### config.mk
export PLATFORM = sky130hd
export DESIGN_NAME = mem_xbar_n_flat
export DESIGN_NICKNAME = d
export VERILOG_FILES = /design/src/rtl/mem_xbar_pkg.sv /design/src/rtl/mem_xbar_n_if.sv /design/src/rtl/mem_xbar_decode.sv /design/src/rtl/mem_xbar_n.sv /design/src/flat_wrapper.sv
export SDC_FILE = /design/constraint.sdc
export NUM_CORES = 1
export LEC_CHECK = 0
export CAP_MARGIN = 30
export CORE_ASPECT_RATIO = 0.8
export CORE_MARGIN = 1.5
export CORE_UTILIZATION = 50
export DETAILED_ROUTE_END_ITERATION = 16
export DONT_BUFFER_PORTS = 1
export PLACE_DENSITY = 0.61
export SLEW_MARGIN = 20
export SYNTH_ARGS = -nofsm -noshare
export SYNTH_HDL_FRONTEND = slang
export SYNTH_HIERARCHICAL = 1
export SYNTH_SLANG_ARGS = --single-unit
### constraint.sdc
create_clock -name clk -period 8.55 [get_ports clk]
set_input_delay 1.71 -clock clk [delete_from_list [all_inputs] [get_ports clk]]
set_output_delay 1.71 -clock clk [all_outputs]
set_load 0.05 [all_outputs]
### src/rtl/mem_xbar_pkg.sv
`default_nettype none
// ============================================================================
//  Module      : mem_xbar_pkg
//  Description : Shared FSM encoding and sizing helpers for mem_xbar_n.
//  Revision    : 1.0 - initial release
// ============================================================================
package mem_xbar_pkg;

    typedef enum logic [1:0] {
        ST_IDLE    = 2'd0,
        ST_RD_WAIT = 2'd1,
        ST_ERR_RSP = 2'd2
    } state_e;

    localparam int ERR_CNT_W = 16;

    // Select-index width for a given slave count; a single slave still needs one bit.
    function automatic int sel_w(input int n_slv);
        return (n_slv > 1) ? $clog2(n_slv) : 1;
    endfunction

endpackage
`default_nettype wire

### src/rtl/mem_xbar_n_if.sv
`default_nettype none
// ============================================================================
//  Module      : mem_xbar_n_if
//  Description : Master-side request/response and slave-side bus bundle.
//                Optional log outputs appear under MEM_XBAR_ERR_LOG_EN.
//  Revision    : 1.0 - initial release
// ============================================================================
interface mem_xbar_n_if #(
    parameter int N_SLV  = 4,
    parameter int ADDR_W = 30,
    parameter int DATA_W = 32
);
    logic                      i_req;
    logic [ADDR_W-1:0]         i_addr;
    logic [DATA_W-1:0]         i_data;
    logic [DATA_W/8-1:0]       i_mask;
    logic                      i_wren;
    logic                      o_ready;
    logic                      o_rvalid;
    logic [DATA_W-1:0]         o_rdata;
    logic                      o_err;
    logic [N_SLV-1:0]          o_slv_req;
    logic [ADDR_W-1:0]         o_slv_addr;
    logic [DATA_W-1:0]         o_slv_data;
    logic [DATA_W/8-1:0]       o_slv_mask;
    logic                      o_slv_wren;
    logic [N_SLV-1:0]          i_slv_ready;
    logic [N_SLV-1:0]          i_slv_rvalid;
    logic [N_SLV*DATA_W-1:0]   i_slv_rdata;
`ifdef MEM_XBAR_ERR_LOG_EN
    logic [ADDR_W-1:0]                  o_err_addr;
    logic [mem_xbar_pkg::ERR_CNT_W-1:0] o_err_cnt;
`endif

    // master: the surrounding core and slave devices; slave: the crossbar itself
    modport master (
        output i_req, i_addr, i_data, i_mask, i_wren,
        output i_slv_ready, i_slv_rvalid, i_slv_rdata,
        input  o_ready, o_rvalid, o_rdata, o_err,
        input  o_slv_req, o_slv_addr, o_slv_data, o_slv_mask, o_slv_wren
`ifdef MEM_XBAR_ERR_LOG_EN
        , input o_err_addr, o_err_cnt
`endif
    );

    modport slave (
        input  i_req, i_addr, i_data, i_mask, i_wren,
        input  i_slv_ready, i_slv_rvalid, i_slv_rdata,
        output o_ready, o_rvalid, o_rdata, o_err,
        output o_slv_req, o_slv_addr, o_slv_data, o_slv_mask, o_slv_wren
`ifdef MEM_XBAR_ERR_LOG_EN
        , output o_err_addr, o_err_cnt
`endif
    );
endinterface
`default_nettype wire

### src/rtl/mem_xbar_decode.sv
`default_nettype none
// ============================================================================
//  Module      : mem_xbar_decode
//  Description : Combinational region decoder; lowest matching index wins.
//  Revision    : 1.0 - initial release
// ============================================================================
module mem_xbar_decode #(
    parameter int N_SLV  = 4,
    parameter int ADDR_W = 30,
    parameter int SEL_W  = 2
) (
    input  wire logic [ADDR_W-1:0]       addr_i,
    input  wire logic [N_SLV*ADDR_W-1:0] region_start_i,
    input  wire logic [N_SLV*ADDR_W-1:0] region_limit_i,
    output logic      [SEL_W-1:0]        sel_o,
    output logic                         miss_o
);
    // Scan from the top so that the lowest hitting index is the last one written.
    always_comb begin
        sel_o  = '0;
        miss_o = 1'b1;
        for (int i = N_SLV - 1; i >= 0; i--) begin
            if ((addr_i >= region_start_i[i*ADDR_W +: ADDR_W]) &&
                (addr_i <= region_limit_i[i*ADDR_W +: ADDR_W])) begin
                sel_o  = SEL_W'(i);
                miss_o = 1'b0;
            end
        end
    end
endmodule
`default_nettype wire

### src/rtl/mem_xbar_n.sv
`default_nettype none
// ============================================================================
//  Module      : mem_xbar_n
//  Description : One-master to N-slave address-decoded crossbar, one
//                outstanding read. Optional miss log: MEM_XBAR_ERR_LOG_EN.
//  Revision    : 1.0 - initial release
// ============================================================================
module mem_xbar_n
    import mem_xbar_pkg::*;
#(
    parameter int                      N_SLV        = 4,
    parameter int                      ADDR_W       = 30,
    parameter int                      DATA_W       = 32,
    parameter logic [N_SLV*ADDR_W-1:0] REGION_START = {(N_SLV*ADDR_W){1'b0}},
    parameter logic [N_SLV*ADDR_W-1:0] REGION_LIMIT = {(N_SLV*ADDR_W){1'b0}}
) (
    input wire logic   clk,
    input wire logic   rst,
    mem_xbar_n_if.slave bus
);
    localparam int SEL_W = sel_w(N_SLV);

    state_e              state_q, state_d;
    logic [SEL_W-1:0]    sel_q, sel_d;
    logic                rvalid_q, rvalid_d;
    logic                err_q, err_d;
    logic [DATA_W-1:0]   rdata_q, rdata_d;
    logic [SEL_W-1:0]    w_sel;
    logic                w_miss;
    logic                w_ready;
    logic [N_SLV-1:0]    w_onehot;

    mem_xbar_decode #(
        .N_SLV  (N_SLV),
        .ADDR_W (ADDR_W),
        .SEL_W  (SEL_W)
    ) u_decode (
        .addr_i         (bus.i_addr),
        .region_start_i (REGION_START),
        .region_limit_i (REGION_LIMIT),
        .sel_o          (w_sel),
        .miss_o         (w_miss)
    );

    always_comb begin
        for (int i = 0; i < N_SLV; i++) begin
            w_onehot[i] = (w_sel == SEL_W'(i));
        end
    end

    assign bus.o_slv_addr = bus.i_addr;
    assign bus.o_slv_data = bus.i_data;
    assign bus.o_slv_mask = bus.i_mask;
    assign bus.o_slv_wren = bus.i_wren;
    assign bus.o_rvalid   = rvalid_q;
    assign bus.o_rdata    = rdata_q;
    assign bus.o_err      = err_q;
    assign bus.o_ready    = w_ready;

    always_comb begin
        state_d       = state_q;
        sel_d         = sel_q;
        rvalid_d      = 1'b0;
        err_d         = 1'b0;
        rdata_d       = rdata_q;
        w_ready       = 1'b0;
        bus.o_slv_req = '0;
        case (state_q)
            ST_IDLE: begin
                // Unmapped requests are always taken so the error can be returned.
                w_ready       = w_miss ? 1'b1 : bus.i_slv_ready[w_sel];
                bus.o_slv_req = w_onehot & {N_SLV{bus.i_req && !w_miss}};
                if (bus.i_req && w_ready) begin
                    if (bus.i_wren) begin
                        err_d = w_miss;
                    end else if (w_miss) begin
                        state_d = ST_ERR_RSP;
                    end else begin
                        sel_d   = w_sel;
                        state_d = ST_RD_WAIT;
                    end
                end
            end
            ST_RD_WAIT: begin
                if (bus.i_slv_rvalid[sel_q]) begin
                    rdata_d  = bus.i_slv_rdata[int'(sel_q)*DATA_W +: DATA_W];
                    rvalid_d = 1'b1;
                    state_d  = ST_IDLE;
                end
            end
            ST_ERR_RSP: begin
                rdata_d  = '0;
                rvalid_d = 1'b1;
                err_d    = 1'b1;
                state_d  = ST_IDLE;
            end
            default: state_d = ST_IDLE;
        endcase
    end

    always_ff @(posedge clk or posedge rst) begin
        if (rst) begin
            state_q  <= ST_IDLE;
            sel_q    <= '0;
            rvalid_q <= 1'b0;
            err_q    <= 1'b0;
            rdata_q  <= '0;
        end else begin
            state_q  <= state_d;
            sel_q    <= sel_d;
            rvalid_q <= rvalid_d;
            err_q    <= err_d;
            rdata_q  <= rdata_d;
        end
    end

`ifdef MEM_XBAR_ERR_LOG_EN
    logic [ADDR_W-1:0]    err_addr_q;
    logic [ERR_CNT_W-1:0] err_cnt_q;
    logic                 w_log;

    assign w_log          = (state_q == ST_IDLE) && bus.i_req && w_miss;
    assign bus.o_err_addr = err_addr_q;
    assign bus.o_err_cnt  = err_cnt_q;

    always_ff @(posedge clk or posedge rst) begin
        if (rst) begin
            err_addr_q <= '0;
            err_cnt_q  <= '0;
        end else if (w_log) begin
            err_addr_q <= bus.i_addr;
            if (err_cnt_q != '1) begin
                err_cnt_q <= err_cnt_q + 1'b1;
            end
        end
    end
`endif
endmodule
`default_nettype wire

### src/flat_wrapper.sv
// flat-port wrapper written by rule: the top's interface ports become plain ports
module mem_xbar_n_flat import mem_xbar_pkg::*;
#(
    parameter int                      N_SLV        = 4,
    parameter int                      ADDR_W       = 30,
    parameter int                      DATA_W       = 32,
    parameter logic [N_SLV*ADDR_W-1:0] REGION_START = {(N_SLV*ADDR_W){1'b0}},
    parameter logic [N_SLV*ADDR_W-1:0] REGION_LIMIT = {(N_SLV*ADDR_W){1'b0}}
)
  (clk, rst, bus_i_req, bus_i_addr, bus_i_data, bus_i_mask, bus_i_wren, bus_i_slv_ready, bus_i_slv_rvalid, bus_i_slv_rdata, bus_o_ready, bus_o_rvalid, bus_o_rdata, bus_o_err, bus_o_slv_req, bus_o_slv_addr, bus_o_slv_data, bus_o_slv_mask, bus_o_slv_wren);
  mem_xbar_n_if #(.N_SLV(N_SLV), .ADDR_W(ADDR_W), .DATA_W(DATA_W)) bus_i ();
  input wire logic clk;
  input wire logic rst;
  input wire logic [$bits(bus_i.i_req)-1:0] bus_i_req;
  input wire logic [$bits(bus_i.i_addr)-1:0] bus_i_addr;
  input wire logic [$bits(bus_i.i_data)-1:0] bus_i_data;
  input wire logic [$bits(bus_i.i_mask)-1:0] bus_i_mask;
  input wire logic [$bits(bus_i.i_wren)-1:0] bus_i_wren;
  input wire logic [$bits(bus_i.i_slv_ready)-1:0] bus_i_slv_ready;
  input wire logic [$bits(bus_i.i_slv_rvalid)-1:0] bus_i_slv_rvalid;
  input wire logic [$bits(bus_i.i_slv_rdata)-1:0] bus_i_slv_rdata;
  output wire logic [$bits(bus_i.o_ready)-1:0] bus_o_ready;
  output wire logic [$bits(bus_i.o_rvalid)-1:0] bus_o_rvalid;
  output wire logic [$bits(bus_i.o_rdata)-1:0] bus_o_rdata;
  output wire logic [$bits(bus_i.o_err)-1:0] bus_o_err;
  output wire logic [$bits(bus_i.o_slv_req)-1:0] bus_o_slv_req;
  output wire logic [$bits(bus_i.o_slv_addr)-1:0] bus_o_slv_addr;
  output wire logic [$bits(bus_i.o_slv_data)-1:0] bus_o_slv_data;
  output wire logic [$bits(bus_i.o_slv_mask)-1:0] bus_o_slv_mask;
  output wire logic [$bits(bus_i.o_slv_wren)-1:0] bus_o_slv_wren;
  assign bus_i.i_req = bus_i_req;
  assign bus_i.i_addr = bus_i_addr;
  assign bus_i.i_data = bus_i_data;
  assign bus_i.i_mask = bus_i_mask;
  assign bus_i.i_wren = bus_i_wren;
  assign bus_i.i_slv_ready = bus_i_slv_ready;
  assign bus_i.i_slv_rvalid = bus_i_slv_rvalid;
  assign bus_i.i_slv_rdata = bus_i_slv_rdata;
  assign bus_o_ready = bus_i.o_ready;
  assign bus_o_rvalid = bus_i.o_rvalid;
  assign bus_o_rdata = bus_i.o_rdata;
  assign bus_o_err = bus_i.o_err;
  assign bus_o_slv_req = bus_i.o_slv_req;
  assign bus_o_slv_addr = bus_i.o_slv_addr;
  assign bus_o_slv_data = bus_i.o_slv_data;
  assign bus_o_slv_mask = bus_i.o_slv_mask;
  assign bus_o_slv_wren = bus_i.o_slv_wren;
  mem_xbar_n #(.N_SLV(N_SLV), .ADDR_W(ADDR_W), .DATA_W(DATA_W), .REGION_START(REGION_START), .REGION_LIMIT(REGION_LIMIT)) u_core (.clk(clk), .rst(rst), .bus(bus_i));
endmodule
==> impl_results.md, run 1 <==
- Worst R2R Setup Slack: 5.97 ns
- Number of synthesized register bits: 38
- Pwr/cell area: 146 nW/µm²
- Synth Flop Type: dfrtp_1
- Die width: 153 µm
- Crit. End Element: output pin
- Row count: 43
- IO Pins: 312
- Setup_tns: 0 ns
- RePlAce Congestion: 0.794
- Slew @ Worst Pin: 0.981 ns
- Leak Pwr: 4.63 nW
- Port Buffers: 0
- Crit Path Class: in -> out
- Non-Filler Instances: 1473
- Post-CTS sizing: 0
- Slew Limit Headroom: 34.2%
- Sink Count: 38
- Cells after Synth: 1074
- Critical Path RT: 6.84 ns
- Status: finished clean
- DRC viols: 0
- Min-delay worst type: reg -> reg
- FFs w/ async S/R, synth: 100%
- Global-route wire length before repair: 33800 µm
- Post-Syn Area per Cell: 8.43 µm²
- CP max-delay cell: nor2_1
- Initial DRC count: 294
- DPL Wire Length: 18600 µm
- Crit path top cell by count: a21o_1
- Post-route ant nets: 0
- First-pass DRT Iterations: 4
- Dominant cells by area after synthesis: ha_1, inv_1, dfrtp_1, mux4_2, buf_4
- CTS Buf Count: 5
- Layout Skew: 0.00797 ns
- Post-synthesis instance area: 9050 µm²
- GRT Total Usage: 22.5%
- Critical path cell sequence: ha_1 -> a21o_1 -> a21o_1 -> a21oi_1 -> o21ai_1 -> a311o_1 -> a22oi_1 -> nor3b_2 -> nor2b_1 -> a22o_1 -> nor2_1
- Synth warn: 6
- Synthesis-to-layout area growth: 8.30%
- Slew Viols, Final: 0
- Fin. Hold Viols: 0
- Largest net degree at the start of global routing: 39
- Via density: 4.95
- Critical path fanouts, max: 9
- # setup viols final: 0
- Share of layout cells above drive strength 1: 4.43%
- Drt wl/cell: 14.8 µm
- Die span in y: 123 µm
- Final Critical Period: 6.51 ns
- Nets@finish: 1690
- Fin crit share: 76.2%
- CTS Hold Bufs: 0
- Dpl cells: 1458
- WL final: 21800 µm
- Initial antenna violation count: 7
- Die area: 18900 µm²
- Overall power: 1.43 mW
- RSZ-0062 raised after global routing: no
- Post-CTS Setup Repair Bufs: 0
- CTS tree: done
- Max-cap violations: 0
- Max Freq: 154 MHz
- Clock buffer depth: 2
- Core area: 17500 µm²
- Area leader, netlist: ha_1
- GRT overflow: 0
- Initial Util: 51.6%
- CP Data Arrival Time: 4.80 ns
- Worst-path clk slew: 0.06 ns
- Routed vias: 7285
- Vias in the first global route: 6603
- Crit path buffers/inverters: 0
- Yosys top cell area share: 33.6%
- EDFF count, synth: 0
- CP startpoint kind: primary input
- Fin Hold WS: 0.569 ns
- Sequential area share after synthesis: 10.5%
- Root buffer cell: clkbuf_16
- Post-synth cell types: 70
- CP max stage delay: 0.70 ns
- Worst vdd rail ir drop: 0.106 mV
- H-tree depth: 2
- Clock Latency Late Sink: 0.28 ns
- Delay-heaviest family, CP: compound AO/OA/AOI/OAI gates
==> power breakdown <==
group	switching (mW)	internal, mW	leakage (nW)
registers	0.258	0.244	0.497
clock network	0.0685	0.115	0.0729
logic	0.384	0.364	4.06
total	0.711	0.723	4.63
==> worst min-delay path, stage by stage (launching register included) <==
cell and delay, ns:
dfrtp_1 0.35, inv_1 0.07, o22ai_1 0.10
==> cell families (layout without fill, tap and decap cells) <==
group / Yosys count / count (layout) / share of synthesized area [%]
AO/OA/AOI/OAI: 240 / 240 / 18.2
adder cells (fa/ha/maj): 243 / 243 / 33.6
buffers and inverters: 337 / 266 / 17.8
flip-flops: 38 / 38 / 10.5
multiplexers: 38 / 38 / 8.92
other: 1 / 246 / 0.0414
AND/OR/NAND/NOR: 177 / 177 / 10.9
==> cells in the final DEF (no fill, tap or decap), drive strengths merged, types with 4 or more instances in the layout <==
master	Yosys	routed
a211o	4	4
a211oi	4	4
a21boi	5	5
a21o	33	33
a21oi	83	83
a221oi	11	11
a22o	33	33
and4	10	10
clkbuf	2	6
conb	1	240
dfrtp	38	38
diode	0	6
ha	243	243
inv	254	254
mux4	33	33
nand2	45	45
nand2b	9	9
nand3	19	19
nand4	43	43
nor2	18	18
nor2b	4	4
nor3	7	7
nor4	9	9
o211ai	5	5
o21a	5	5
o21ai	27	27
o31ai	5	5
==> per-stage QoR <==
stage               worst slack, ns  cell area [µm²]  util (%)
global placement               1.90             9600      54.7
detailed placement             1.83             9620      54.9
CTS                            1.84             9770      55.7
floorplan                      2.07             9950         -
finish                         2.04             9800      55.9
global route                   1.85             9800      55.9
==> final timing paths <==
path,from,to,cells past startpoint
worst max register to register,u_core/sel_q[0]$_DFFE_PP0P_,u_core/bus.o_rdata[19]$_DFFE_PP0P_,5
max in group asynchronous,rst,u_core/sel_q[0]$_DFFE_PP0P_,2
worst max-delay path,bus_i_addr[23],bus_o_ready,11
worst min-delay path,u_core/state_q[1]$_DFFE_PP0P_,u_core/state_q[1]$_DFFE_PP0P_,2
worst min register to register,u_core/state_q[1]$_DFFE_PP0P_,u_core/state_q[1]$_DFFE_PP0P_,2
min in group asynchronous,rst,u_core/bus.o_rdata[0]$_DFFE_PP0P_,2
==> cell usage after synthesis (all sizes together) (4+ instances only) <==
cell	n
inv	254
ha	243
a21oi	83
buf	75
nand2	45
nand4	43
dfrtp	38
a21o	33
a22o	33
mux4	33
o21ai	27
nand3	19
nor2	18
a221oi	11
and4	10
nand2b	9
nor4	9
nor3	7
dlygate4sd1	6
a21boi	5
o211ai	5
o21a	5
o31ai	5
a211o	4
a211oi	4
nor2b	4
==> per-layer routing <==
layer | track usage (%) | share of wire (%)
met5 | 0 | 0
met4 | 7.83 | 2.4
met3 | 3.51 | 6.1
met2 | 37.5 | 46
met1 | 29.9 | 46
==> registers in the layout (all words and copies together), names as in the netlist <==
name,flops
u_core/state_q,2
u_core/bus.o_err,1
u_core/sel_q,2
u_core/bus.o_rvalid,1
u_core/bus.o_rdata,32
==> layout make-up <==
class,instances,area [µm²]
Fill cell,1659,7740
Multi-Input combinational cell,938,7400
Inverter,254,953
Sequential cell,38,952
Tap cell,225,282
Clock buffer,6,139
Timing Repair Buffer,4,47.5
Antenna cell,6,15.0
Clock inverter,2,12.5
No activity file was read; power rests on OpenSTA's default activity.
==> run 2, diff against run 1 <==
--- a/config.mk
+++ b/config.mk
@@ -11,7 +11,7 @@
 export CORE_UTILIZATION = 50
 export DETAILED_ROUTE_END_ITERATION = 16
 export DONT_BUFFER_PORTS = 1
-export PLACE_DENSITY = 0.61
+export PLACE_DENSITY = 0.64
 export SLEW_MARGIN = 20
 export SYNTH_ARGS = -nofsm -noshare
 export SYNTH_HDL_FRONTEND = slang
==> constraint.sdc (replaced) <==
create_clock -name clk -period 5.4 [get_ports clk]
set_input_delay 1.08 -clock clk [delete_from_list [all_inputs] [get_ports clk]]
set_output_delay 1.08 -clock clk [all_outputs]
set_load 0.05 [all_outputs]
==> impl_results.md, run 2 (synthesized netlist as in run 1, its figures left out) <==
- CP max stage delay: 0.42 ns
- IO Pins: 312
- DRC viols: 0
- Clock buffer depth: 2
- Die span in y: 123 µm
- Crit path buffers/inverters: 1
- Status: finished clean
- GRT overflow: 0
- Row count: 43
- Die width: 153 µm
- Die area: 18900 µm²
- Worst vdd rail ir drop: 0.169 mV
- CP Data Arrival Time: 3.86 ns
- GRT Max-Usage Layer: met2
- # setup viols final: 0
- Met1 usage: 32.9%
- Max Freq: 202 MHz
- Post-route ant nets: 0
- DPL Wire Length: 19800 µm
- RePlAce Congestion: 0.828
- RSZ-0062 raised after global routing: no
- Slew @ Worst Pin: 0.899 ns
- Global-route met3 utilization: 5.33%
- Sink Count: 38
- Post-CTS Setup Repair Bufs: 0
- Worst R2R Setup Slack: 2.94 ns
- Fin. Hold Viols: 0
- GR Util met2: 39.2%
- Global-route wire length before repair: 35700 µm
- Largest net degree at the start of global routing: 39
- Nets@finish: 1695
- CP startpoint kind: primary input
- Core area: 17500 µm²
- Critical path fanouts, max: 9
- Setup_tns: 0 ns
- Final Critical Period: 4.94 ns
- Root buffer cell: clkbuf_16
- CTS Buf Count: 5
- Pwr/cell area: 235 nW/µm²
- Worst-path clk slew: 0.06 ns
- CTS Hold Bufs: 0
- Slew Limit Headroom: 39.9%
- Fin Hold WS: 0.590 ns
- Vias in the first global route: 6679
- Most frequent cells in the layout: inv_1, ha_1, conb_1
- Min-delay worst type: reg -> reg
- CP max-delay cell: a221oi_1
- CTS tree: done
- First-pass DRT Iterations: 5
- Clock Latency Late Sink: 0.28 ns
- Synthesis-to-layout area growth: 8.63%
- Fin crit share: 91.6%
- Initial antenna violation count: 7
- Critical path cell sequence: ha_1 -> a21o_1 -> a21o_1 -> a221oi_1 -> o221a_2 -> o21ai_0 -> a22oi_1 -> nor3b_2 -> nand3b_1 -> inv_1 -> and3_1
- Initial Util: 51.6%
- Fillers: 1692
- Layout Skew: 0.00472 ns
- Crit path top cell by count: a21o_1
- Routed vias: 7407
- Slew Viols, Final: 0
- GRT Total Usage: 24.2%
- Drt wl/cell: 15.8 µm
- Leak Pwr: 4.65 nW
- Share of layout cells above drive strength 1: 4.89%
- Crit. End Element: output pin
- Max-cap violations: 0
- Port Buffers: 0
- Crit Path Class: in -> out
- Delay-heaviest family, CP: compound AO/OA/AOI/OAI gates
- Initial DRC count: 385
- Max FFs per register: 32
- Commonest non-fill, non-tap cell in the layout: inv_1
- H-tree depth: 2
- Post-CTS sizing: 0
- Via density: 5.01
- Critical Path RT: 4.32 ns
- WL final: 23400 µm
==> run 2: cell types whose count changed in the layout (fill, tap and decap cells not counted), sizes merged <==
cell,delta
diode,-1
buf,+6
dlymetal6s2s,-1
==> run 2: metal layers <==
metal	part of all wire, %	vias to the layer above
li1	-	3882
met1	47	3267
met2	44	218
met3	7.0	40
met4	1.9	0
met5	0	-
==> run 2: worst paths after layout <==
kind                                                     from                            endpoint  cells after the start
max in group asynchronous                                 rst         u_core/sel_q[0]$_DFFE_PP0P_                      2
min in group asynchronous                                 rst  u_core/bus.o_rdata[30]$_DFFE_PP0P_                      2
worst min register to register  u_core/state_q[0]$_DFFE_PP0P_       u_core/state_q[0]$_DFFE_PP0P_                      2
worst max-delay path                           bus_i_addr[19]                    bus_o_slv_req[3]                     11
worst max register to register    u_core/sel_q[0]$_DFFE_PP0P_  u_core/bus.o_rdata[16]$_DFFE_PP0P_                      4
worst min-delay path            u_core/state_q[0]$_DFFE_PP0P_       u_core/state_q[0]$_DFFE_PP0P_                      2
==> run 2: worst reg2reg max path: stages (launching register included) <==
cell,delay (ns)
dfrtp_2,0.63
mux4_2,0.60
and2_4,0.20
a21oi_4,0.68
a22o_1,0.29
==> run 2: cell type report <==
type	instances	area (µm²)	share of cell area (%)
Clock buffer	6	139	1.41
Clock inverter	2	12.5	0.127
Antenna cell	5	12.5	0.127
Sequential cell	38	952	9.69
Inverter	254	953	9.70
Multi-Input combinational cell	938	7400	75.3
Timing Repair Buffer	9	80.1	0.815
Tap cell	225	282	2.86
==> run 2: report_power, final <==
| part | switching (mW) | internal (mW) |
|---|---|---|
| Sequential | 0.426 | 0.385 |
| Combinational | 0.615 | 0.589 |
| Clock | 0.113 | 0.183 |
==> run 2: stage by stage <==
stage | power [mW] | area (µm²) | std cells | setup slack [ns] | util [%]
2_1_floorplan | 1.93 | 9950 | 1313 | 0.185 | -
3_3_place_gp | 1.98 | 9650 | 1463 | 0.442 | 55.0
3_5_place_dp | 2.01 | 9670 | 1464 | 0.445 | 55.1
4_1_cts | 2.32 | 9820 | 1472 | 0.432 | 56.0
5_1_grt | 2.48 | 9830 | 1477 | 0.220 | 56.0
6_report | 2.31 | 9830 | 1477 | 0.455 | 56.0
